<file path="src/rtl/seg7_time_scan.sv">
// seg7_time_scan
// Display stage for the digital clock. It converts the binary sec/min/hrs
// time into BCD digit pairs and drives a 6-digit, common-anode, multiplexed
// 7-segment display. While the time is being set, the selected field blinks.
//
// Ports:
//   clk       system clock, all logic on the rising edge
//   reset     synchronous, active-low reset
//   sec       seconds, binary 0-59 (asynchronous to clk)
//   min       minutes, binary 0-59 (asynchronous to clk)
//   hrs       hours, binary 0-23 (asynchronous to clk)
//   set_mode  time-set mode button level
//   set_min   minute field being edited
//   set_hrs   hour field being edited
//   seg       segments, active-low, seg[0]=a .. seg[6]=g
//   an        digit enables, active-low, one-hot (index 0 = seconds units)
//   dp        decimal point, active-low, lit on the min/hrs separators
module seg7_time_scan #(
  parameter int CLK_HZ   = 50000000,
  parameter int SCAN_HZ  = 1000,
  parameter int BLINK_HZ = 2
) (
  input  logic       clk,
  input  logic       reset,
  input  logic [5:0] sec,
  input  logic [5:0] min,
  input  logic [4:0] hrs,
  input  logic       set_mode,
  input  logic       set_min,
  input  logic       set_hrs,
  output logic [6:0] seg,
  output logic [5:0] an,
  output logic       dp
);

  localparam int DIV     = CLK_HZ / SCAN_HZ;
  localparam int HALF    = CLK_HZ / (2 * BLINK_HZ);
  localparam int SCAN_W  = $clog2(DIV);
  localparam int BLINK_W = $clog2(HALF);

  localparam logic [SCAN_W-1:0]  SCAN_LAST  = SCAN_W'(DIV - 1);
  localparam logic [BLINK_W-1:0] BLINK_LAST = BLINK_W'(HALF - 1);
  localparam logic [6:0]         DASH       = 7'b0111111;

  logic [SCAN_W-1:0]  scan_cnt;
  logic [2:0]         idx;
  logic               tick;
  logic [BLINK_W-1:0] blink_cnt;
  logic               phase;

  logic [5:0] sec_meta, sec_sync, sec_snap;
  logic [5:0] min_meta, min_sync, min_snap;
  logic [4:0] hrs_meta, hrs_sync, hrs_snap;

  logic [7:0] sec_bcd, min_bcd, hrs_bcd;
  logic       sec_bad, min_bad, hrs_bad;
  logic [6:0] cur_seg;
  logic       blank;

  assign tick = (scan_cnt == SCAN_LAST);

  always_ff @(posedge clk) begin
    if (!reset) begin
      scan_cnt <= '0;
      idx      <= 3'd0;
    end else if (tick) begin
      scan_cnt <= '0;
      idx      <= (idx == 3'd5) ? 3'd0 : idx + 3'd1;
    end else begin
      scan_cnt <= scan_cnt + 1'b1;
    end
  end

  // Two-flop synchronisers for the time inputs, which are not related to clk.
  always_ff @(posedge clk) begin
    if (!reset) begin
      sec_meta <= '0;
      sec_sync <= '0;
      min_meta <= '0;
      min_sync <= '0;
      hrs_meta <= '0;
      hrs_sync <= '0;
    end else begin
      sec_meta <= sec;
      sec_sync <= sec_meta;
      min_meta <= min;
      min_sync <= min_meta;
      hrs_meta <= hrs;
      hrs_sync <= hrs_meta;
    end
  end

  // The snapshot only updates at the end of a full frame, so all six digits
  // of one frame always come from the same time value.
  always_ff @(posedge clk) begin
    if (!reset) begin
      sec_snap <= '0;
      min_snap <= '0;
      hrs_snap <= '0;
    end else if (tick && idx == 3'd5) begin
      sec_snap <= sec_sync;
      min_snap <= min_sync;
      hrs_snap <= hrs_sync;
    end
  end

  always_ff @(posedge clk) begin
    if (!reset || !set_mode) begin
      blink_cnt <= '0;
      phase     <= 1'b0;
    end else if (blink_cnt == BLINK_LAST) begin
      blink_cnt <= '0;
      phase     <= ~phase;
    end else begin
      blink_cnt <= blink_cnt + 1'b1;
    end
  end

  function automatic logic [6:0] seg_code(input logic [3:0] d);
    case (d)
      4'd0:    return 7'b1000000;
      4'd1:    return 7'b1111001;
      4'd2:    return 7'b0100100;
      4'd3:    return 7'b0110000;
      4'd4:    return 7'b0011001;
      4'd5:    return 7'b0010010;
      4'd6:    return 7'b0000010;
      4'd7:    return 7'b1111000;
      4'd8:    return 7'b0000000;
      4'd9:    return 7'b0010000;
      default: return 7'b1111111;
    endcase
  endfunction

  // Compare-subtract chain (40, 20, 10) gives {tens, units} for 0..63
  // without a divider.
  function automatic logic [7:0] to_bcd(input logic [5:0] v);
    logic [5:0] r;
    logic [3:0] t;
    r = v;
    t = 4'd0;
    if (r >= 6'd40) begin
      r = r - 6'd40;
      t = t + 4'd4;
    end
    if (r >= 6'd20) begin
      r = r - 6'd20;
      t = t + 4'd2;
    end
    if (r >= 6'd10) begin
      r = r - 6'd10;
      t = t + 4'd1;
    end
    return {t, 4'(r)};
  endfunction

  assign sec_bcd = to_bcd(sec_snap);
  assign min_bcd = to_bcd(min_snap);
  assign hrs_bcd = to_bcd({1'b0, hrs_snap});
  assign sec_bad = (sec_snap >= 6'd60);
  assign min_bad = (min_snap >= 6'd60);
  assign hrs_bad = (hrs_snap >= 5'd24);

  // Blanking is also gated by set_mode itself so that leaving set mode makes
  // the field visible on the very next output update.
  always_comb begin
    cur_seg = 7'b1111111;
    blank   = set_mode && phase &&
              ((set_min && (idx == 3'd2 || idx == 3'd3)) ||
               (set_hrs && (idx == 3'd4 || idx == 3'd5)));
    case (idx)
      3'd0:    cur_seg = sec_bad ? DASH : seg_code(sec_bcd[3:0]);
      3'd1:    cur_seg = sec_bad ? DASH : seg_code(sec_bcd[7:4]);
      3'd2:    cur_seg = min_bad ? DASH : seg_code(min_bcd[3:0]);
      3'd3:    cur_seg = min_bad ? DASH : seg_code(min_bcd[7:4]);
      3'd4:    cur_seg = hrs_bad ? DASH : seg_code(hrs_bcd[3:0]);
      3'd5:    cur_seg = hrs_bad ? DASH : seg_code(hrs_bcd[7:4]);
      default: cur_seg = 7'b1111111;
    endcase
  end

  always_ff @(posedge clk) begin
    if (!reset) begin
      seg <= 7'h7F;
      an  <= 6'b111111;
      dp  <= 1'b1;
    end else begin
      seg <= cur_seg;
      an  <= blank ? 6'b111111 : ~(6'b000001 << idx);
      dp  <= !(idx == 3'd2 || idx == 3'd4);
    end
  end

endmodule

</file>
<file path="config.mk">
export PLATFORM = sky130hd
export DESIGN_NAME = seg7_time_scan
export DESIGN_NICKNAME = d
export VERILOG_FILES = /design/src/rtl/seg7_time_scan.sv
export SDC_FILE = /design/constraint.sdc
export NUM_CORES = 1
export LEC_CHECK = 0
export BUFFER_PORTS_ARGS = -buffer_cell sky130_fd_sc_hd__buf_2
export CAP_MARGIN = 40
export CORE_AREA = 8 8 128 130
export CTS_BUF_LIST = sky130_fd_sc_hd__clkbuf_8
export DETAILED_ROUTE_END_ITERATION = 10
export DIE_AREA = 0 0 136 138
export GPL_ROUTABILITY_DRIVEN = 0
export MAX_ROUTING_LAYER = met4
export PLACE_DENSITY = 0.64
export SYNTH_ARGS = -nofsm -noshare
export SYNTH_HDL_FRONTEND = slang
export SYNTH_SLANG_ARGS = --single-unit
</file>
<file path="constraint.sdc">
create_clock -name clk -period 4.6 [get_ports clk]
set_input_delay 0.46 -clock clk [delete_from_list [all_inputs] [get_ports clk]]
set_output_delay 0.46 -clock clk [all_outputs]
set_load 0.02 [all_outputs]
</file>
# ---- Word level (Yosys, flattened, before mapping)
# Memory sizes are Yosys's and may differ from the RTL's.
# Cells that the tools add are included.
dict set report word_totals {
  reg_bits 109
  latch_bits 0
  mem_bits_rw 0
  romBits 672
  in_bits 22
  output_inout_bits 14
  elab_cells 106
  n_memories 6
}
# name words width read_ports rd_clocked_by_memory_dff write_ports line
set mem_list {}
lappend mem_list {{(name not given)} 16 7 1 0 0 120} ;# case (d)
lappend mem_list {{(name not given)} 16 7 1 0 0 120}
lappend mem_list {{(name not given)} 16 7 1 0 0 120}
lappend mem_list {{(name not given)} 16 7 1 0 0 120}
lappend mem_list {{(name not given)} 16 7 1 0 0 120}
lappend mem_list {{(name not given)} 16 7 1 0 0 120}
dict set report op_classes {
  addsub 18
  n_mul 0
  div_mod_pow 0
  magnitude_cmp 12
  eq_ne 7
  shifts 1
  muxes 26
  bitwise_logic 3
  reduce_logical 17
}
# cell count
set op_table {}
lappend op_table {{7-bit two-way mux} 6}
lappend op_table {{7-bit case mux with 6 select lines} 1}
lappend op_table {{4-bit two-way mux} 9}
lappend op_table {{6-bit two-way mux} 6}
lappend op_table {{24-bit by 1-bit adder with 24-bit output (second input constant)} 1}
lappend op_table {{24-bit equality test (second input constant)} 1}
lappend op_table {{6-bit >= comparator (second input constant)} 4}
lappend op_table {{6-bit by 4-bit >= comparator with 1-bit output (second input constant)} 3}
lappend op_table {{6-bit by 5-bit >= comparator with 1-bit output (second input constant)} 3}
lappend op_table {{6-bit by 5-bit subtractor with 6-bit output (second input constant)} 3}
lappend op_table {{16-bit by 1-bit adder with 16-bit output (second input constant)} 1}
lappend op_table {{16-bit equality test (second input constant)} 1}
lappend op_table {{4-bit by 1-bit adder with 4-bit output (second input constant)} 3}
lappend op_table {{4-bit by 2-bit adder with 4-bit output (second input constant)} 3}
lappend op_table {{3-bit two-way mux} 4}
lappend op_table {{4-bit subtractor (second input constant)} 3}
lappend op_table {{6-bit subtractor (second input constant)} 2}
lappend op_table {{3-bit by 2-bit equality test with 1-bit output (second input constant)} 2}
lappend op_table {{3-bit equality test (second input constant)} 2}
lappend op_table {{5-bit by 6-bit >= comparator with 1-bit output (second input constant)} 1}
lappend op_table {{6-bit inverter} 1}
lappend op_table {{2-bit OR reduction} 3}
lappend op_table {{1-bit by 3-bit << shifter with 6-bit output (first input constant)} 1}
lappend op_table {{5-bit by 6-bit subtractor with 6-bit output (second input constant)} 1}
lappend op_table {{8 further kinds} 19}

# ---- Depth between registers and ports, before layout
# An unclocked memory read counts as a cell.
dict set report depth {
  word_depth 9
  ltp_mapped 17
  mapped_depth_nobuf 15
}

# ---- Least setup slack after synthesis
# No wires, ideal clock.
dict set report synth_timing {
  kind {register to register}
  startpoint {reg min_snap[4]}
  endpoint {reg seg[4]}
  setup_ns 0.134
  arrival_ns 3.177
  required_time_ns 4.466
  setup_slack_ns 1.289
  stages_incl_launch_ff 17
  n_path_buf 2
  synth_period_minus_slack_ns 3.311
  path_cell_list {dfxtp_1 > buf_2 > inv_1 > ha_1 > a21oi_1 > or4b_1 > o211ai_2 > buf_4 > a21oi_1 > nand2b_4 > xnor2_1 > ha_1 > nor2_1 > a211oi_1 > a311o_1 > o211ai_1 > or4_1}
}
dict set report synth_between {
  elab_chain_cells 9
  elab_cells_between_ends 20
}
# item line
set synth_lines {}
lappend synth_lines {{from (decl)} 52} ;# logic [5:0] min_meta, min_sync, min_snap;
lappend synth_lines {{from (signal assigned)} 102} ;# min_snap <= min_sync;
lappend synth_lines {{6-bit subtractor / 6-bit >= comparator (equally long branches)} {143, 142}}
lappend synth_lines {{6-bit two-way mux / 3-bit two-way mux (equally long branches)} 142} ;# if (r >= 6'd40) begin
lappend synth_lines {{6-bit by 5-bit subtractor with 6-bit output, or another cell as far along} 147} ;# r = r - 6'd20;
lappend synth_lines {{6-bit two-way mux / 4-bit two-way mux (equally long branches)} 146} ;# if (r >= 6'd20) begin
lappend synth_lines {{6-bit by 4-bit >= comparator with 1-bit output, or another cell as far along} 150} ;# if (r >= 6'd10) begin
lappend synth_lines {{4-bit two-way mux} 150}
lappend synth_lines {{memory 16 x 7 bit} n/a}
lappend synth_lines {{7-bit two-way mux (on tied branches)} {175, 174}}
lappend synth_lines {{7-bit case mux with 6 select lines (*)} 171} ;# case (idx)
lappend synth_lines {{to (signal assigned)} 188} ;# seg <= cur_seg;
lappend synth_lines {{to (decl)} 31} ;# output logic [6:0] seg,
# Every way passes the cells marked *; elsewhere a longest branch is shown, timed or not.
# A chain may end at the register's enable or synchronous reset.

# ---- Worst setup path in the final report
dict set report layout_timing {
  startpoint {reg min_snap[3]}
  endpoint {reg seg[4]}
}
# Same word-level chain as after synthesis.

==> flow_summary_export.csv <==
group,metric,value,unit
synthesis,synth_area,0.00604,sq mm
drt,initialDrtViolationCount,296,
hold_path,hold_start,"sec[4]",
critical_path,cp_max_fo,13,
critical_path,crit_start,"min_snap[3]",
hold_path,min_path_type,"input pin to flop",
layout,drive_above_1_share,11.1,%
floorplan,core-area,0.0143,sq mm
critical_path,cp.required,4.87,ns
critical_path,startpoint_type,"flop",
drt,wirelength,12.9,mm
timing,fmax,268,MHz
clocking,post_cts_resized,0,
layout,stdcell_area,0.00655,sq mm
global_route,grt_pass1_vias,4649,
power,leakage,2.37,nW
synthesis,synth_area_leaders,"dfxtp_1, ha_1, nand2_1, nor2_1, and2_1",
timing,hold_violations,0,
synthesis,synth_edf_count,0,
synthesis,synthArstFlopShare,0,%
drt,m1WireLength,6.17,mm
synthesis,synth_cell_types,85,
power,ir_drop,0.132,mV
floorplan,die_h,138,um
critical_path,arrival,3.99,ns
drt,drc_errors,0,
synthesis,yosysTopAreaCell,"dfxtp_1",
global_route,grt_remaining_overflow,0,
synthesis,yosysWarnings,0,
layout,syn_to_final_growth,8.46,%
clocking,htree_levels,3,
run_status,status,"completed",
placement,port_buffers,35,
placement,place_ws,0.931,ns
timing,period_needed,3.73,ns
critical_path,worstSetupPathType,"flop to flop",
synthesis,synth_top_area_share,36.1,%
synthesis,ys_top_cells_by_count,"dfxtp_1, nand2_1, nor2_1",
timing,finalSetupViolCount,0,
floorplan,io_pins,36,
clocking,clk_pin_slew,0.10,ns
clocking,cts.sink_count,109,
floorplan,initial_core_util,42.2,%
drt,wl_met3,425,um
synthesis,yosys.cell_count.top_type,"dfxtp_1",
drt,vias_per_cell,5.33,
clocking,postCtsSetupRepairBufs,0,
global_route,gr-usage-all-layers,13.9,%
clocking,clockBufferDepth,2,
layout,fillers,1430,
timing,slew_violations,0,
floorplan,core.rowCount,44,
placement,dpl.hpwl,9.70,mm
synthesis,synth_seq_area_share,36.1,%
timing,skew,0.0125,ns
timing,slew_headroom,51.2,%
flow_run,cap_viol_max_count,0,
placement,dpl_cell_area,0.00633,sq mm
drt,avgRoutedWirePerCell,14.0,um
power,powerDensity,253,mW/mm^2
clocking,cts_tree,"built",
drt,routed.top_layer,"met4",
layout,final_nets,793,
floorplan,die_area,0.0188,sq mm
synthesis,synthesis.nets,773,
synthesis,syn_area_per_cell,8.48,sq um
clocking,cts_made_buffers,9,
clocking,clock_latency,0.38,ns
critical_path,reg2reg_from,"min_snap[3]",
synthesis,synth-seq-cells,109,
timing,finalCritPeriodShare,81.0,%
clocking,cts_hold_buf,0,
timing,finalWorstSetupSlack,0.875,ns
drt,num_vias,4906,
timing,setup_tns,0,ns
critical_path,end_kind,"flop",
synthesis,synth_top_flop_cell,"dfxtp_1",
drt,drtPass1Iterations,5,
layout,n_antenna_cell,0,
clocking,cts_root_buf,"clkbuf_8",
global_route,grt_pass1_wl,21.3,mm
drt,wl_met2,5.95,mm
global_route,antenna_found_initial,0,
floorplan,die_w,136,um
synthesis,syn_inst,712,
timing,grt_setup_unrepaired,"no",
global_route,grt_max_degree,42,
layout,fin_util,45.7,%
drt,ant_nets,0,
timing,tightest_slew,0.726,ns
## layout by cell type (no fill, tap or decap), types with 19 or more instances in the layout
cell,netlist,routed
buf_2,5,35
inv_1,35,36
xnor2_1,25,25
dfxtp_1,109,109
ha_1,39,39
nand2_1,90,90
xor2_1,19,19
a21oi_1,39,39
and2_1,38,38
o21ai_0,27,27
nand3_1,26,26
nor2_1,76,76
## state kept, by name, summed over array words and instances, names as in the netlist
register	count
blink_cnt	24
scan_cnt	16
seg	7
an	6
min_meta	6
min_snap	6
min_sync	6
sec_meta	6
sec_snap	6
sec_sync	6
hrs_meta	5
hrs_snap	5
hrs_sync	5
idx	3
dp	1
phase	1
## final timing paths
path	endpoint	slack (ns)	cells past startpoint
worst max register to register	seg[4]	0.87	14
worst max-delay path	seg[4]	0.87	14
worst min-delay path	sec_meta[4]	0.28	2
worst min register to register	hrs_sync[1]	0.44	1
## cell type report
| type | count | area [sq um] | area share, % |
|---|---|---|---|
| inverter | 35 | 131 | 2.01 |
| sequential | 109 | 2180 | 33.3 |
| tap | 184 | 230 | 3.52 |
| clock buffer | 9 | 124 | 1.89 |
| timing repair buffer | 37 | 194 | 2.96 |
| clock inverter | 7 | 96.3 | 1.47 |
| multi-input combinational | 540 | 3590 | 54.8 |
## power breakdown
| group | leakage, nW | internal [mW] | switching, mW |
|---|---|---|---|
| registers | 0.889 | 0.963 | 0.00561 |
| clock network | 0.108 | 0.308 | 0.325 |
| logic | 1.37 | 0.0221 | 0.0287 |
| total | 2.37 | 1.29 | 0.360 |
## worst max-delay path: stages, from the launching register on
cell      delay, ns
dfxtp_1        0.58
inv_1          0.11
ha_1           0.38
a21oi_1        0.09
or4b_1         0.50
o211ai_2       0.21
a21oi_1        0.13
nand2b_4       0.18
xnor2_1        0.25
ha_1           0.26
nor2_1         0.06
a211oi_1       0.20
a311o_1        0.18
o211ai_1       0.09
or4_1          0.40
## cell families after synthesis
family / share of synthesized area, %
DFF: 36.1
muxes: 1.68
adders and majority gates: 8.08
xor gates and xnor gates: 6.84
AOI/OAI and AO/OA: 17.4
and+or+nand+nor: 25.5
buffers and inverters: 4.39
## per-layer routing
metal	GRT usage (%)	vias to the layer above
li1	-	2490
met1	16.5	2309
met2	22.2	77
met3	2.32	30
met4	6.88	0
met5	-	-
## stage by stage
stage / hold slack (ns) / instances / power [mW]
floorplan: 0.412 / 712 / 1.02
global placement: 0.417 / 904 / 1.04
detailed placement: 0.421 / 905 / 1.04
CTS: 0.257 / 921 / 1.68
global route: 0.265 / 921 / 1.72
finish: 0.281 / 921 / 1.65
Note: power is estimated with default switching activity, not from simulation.
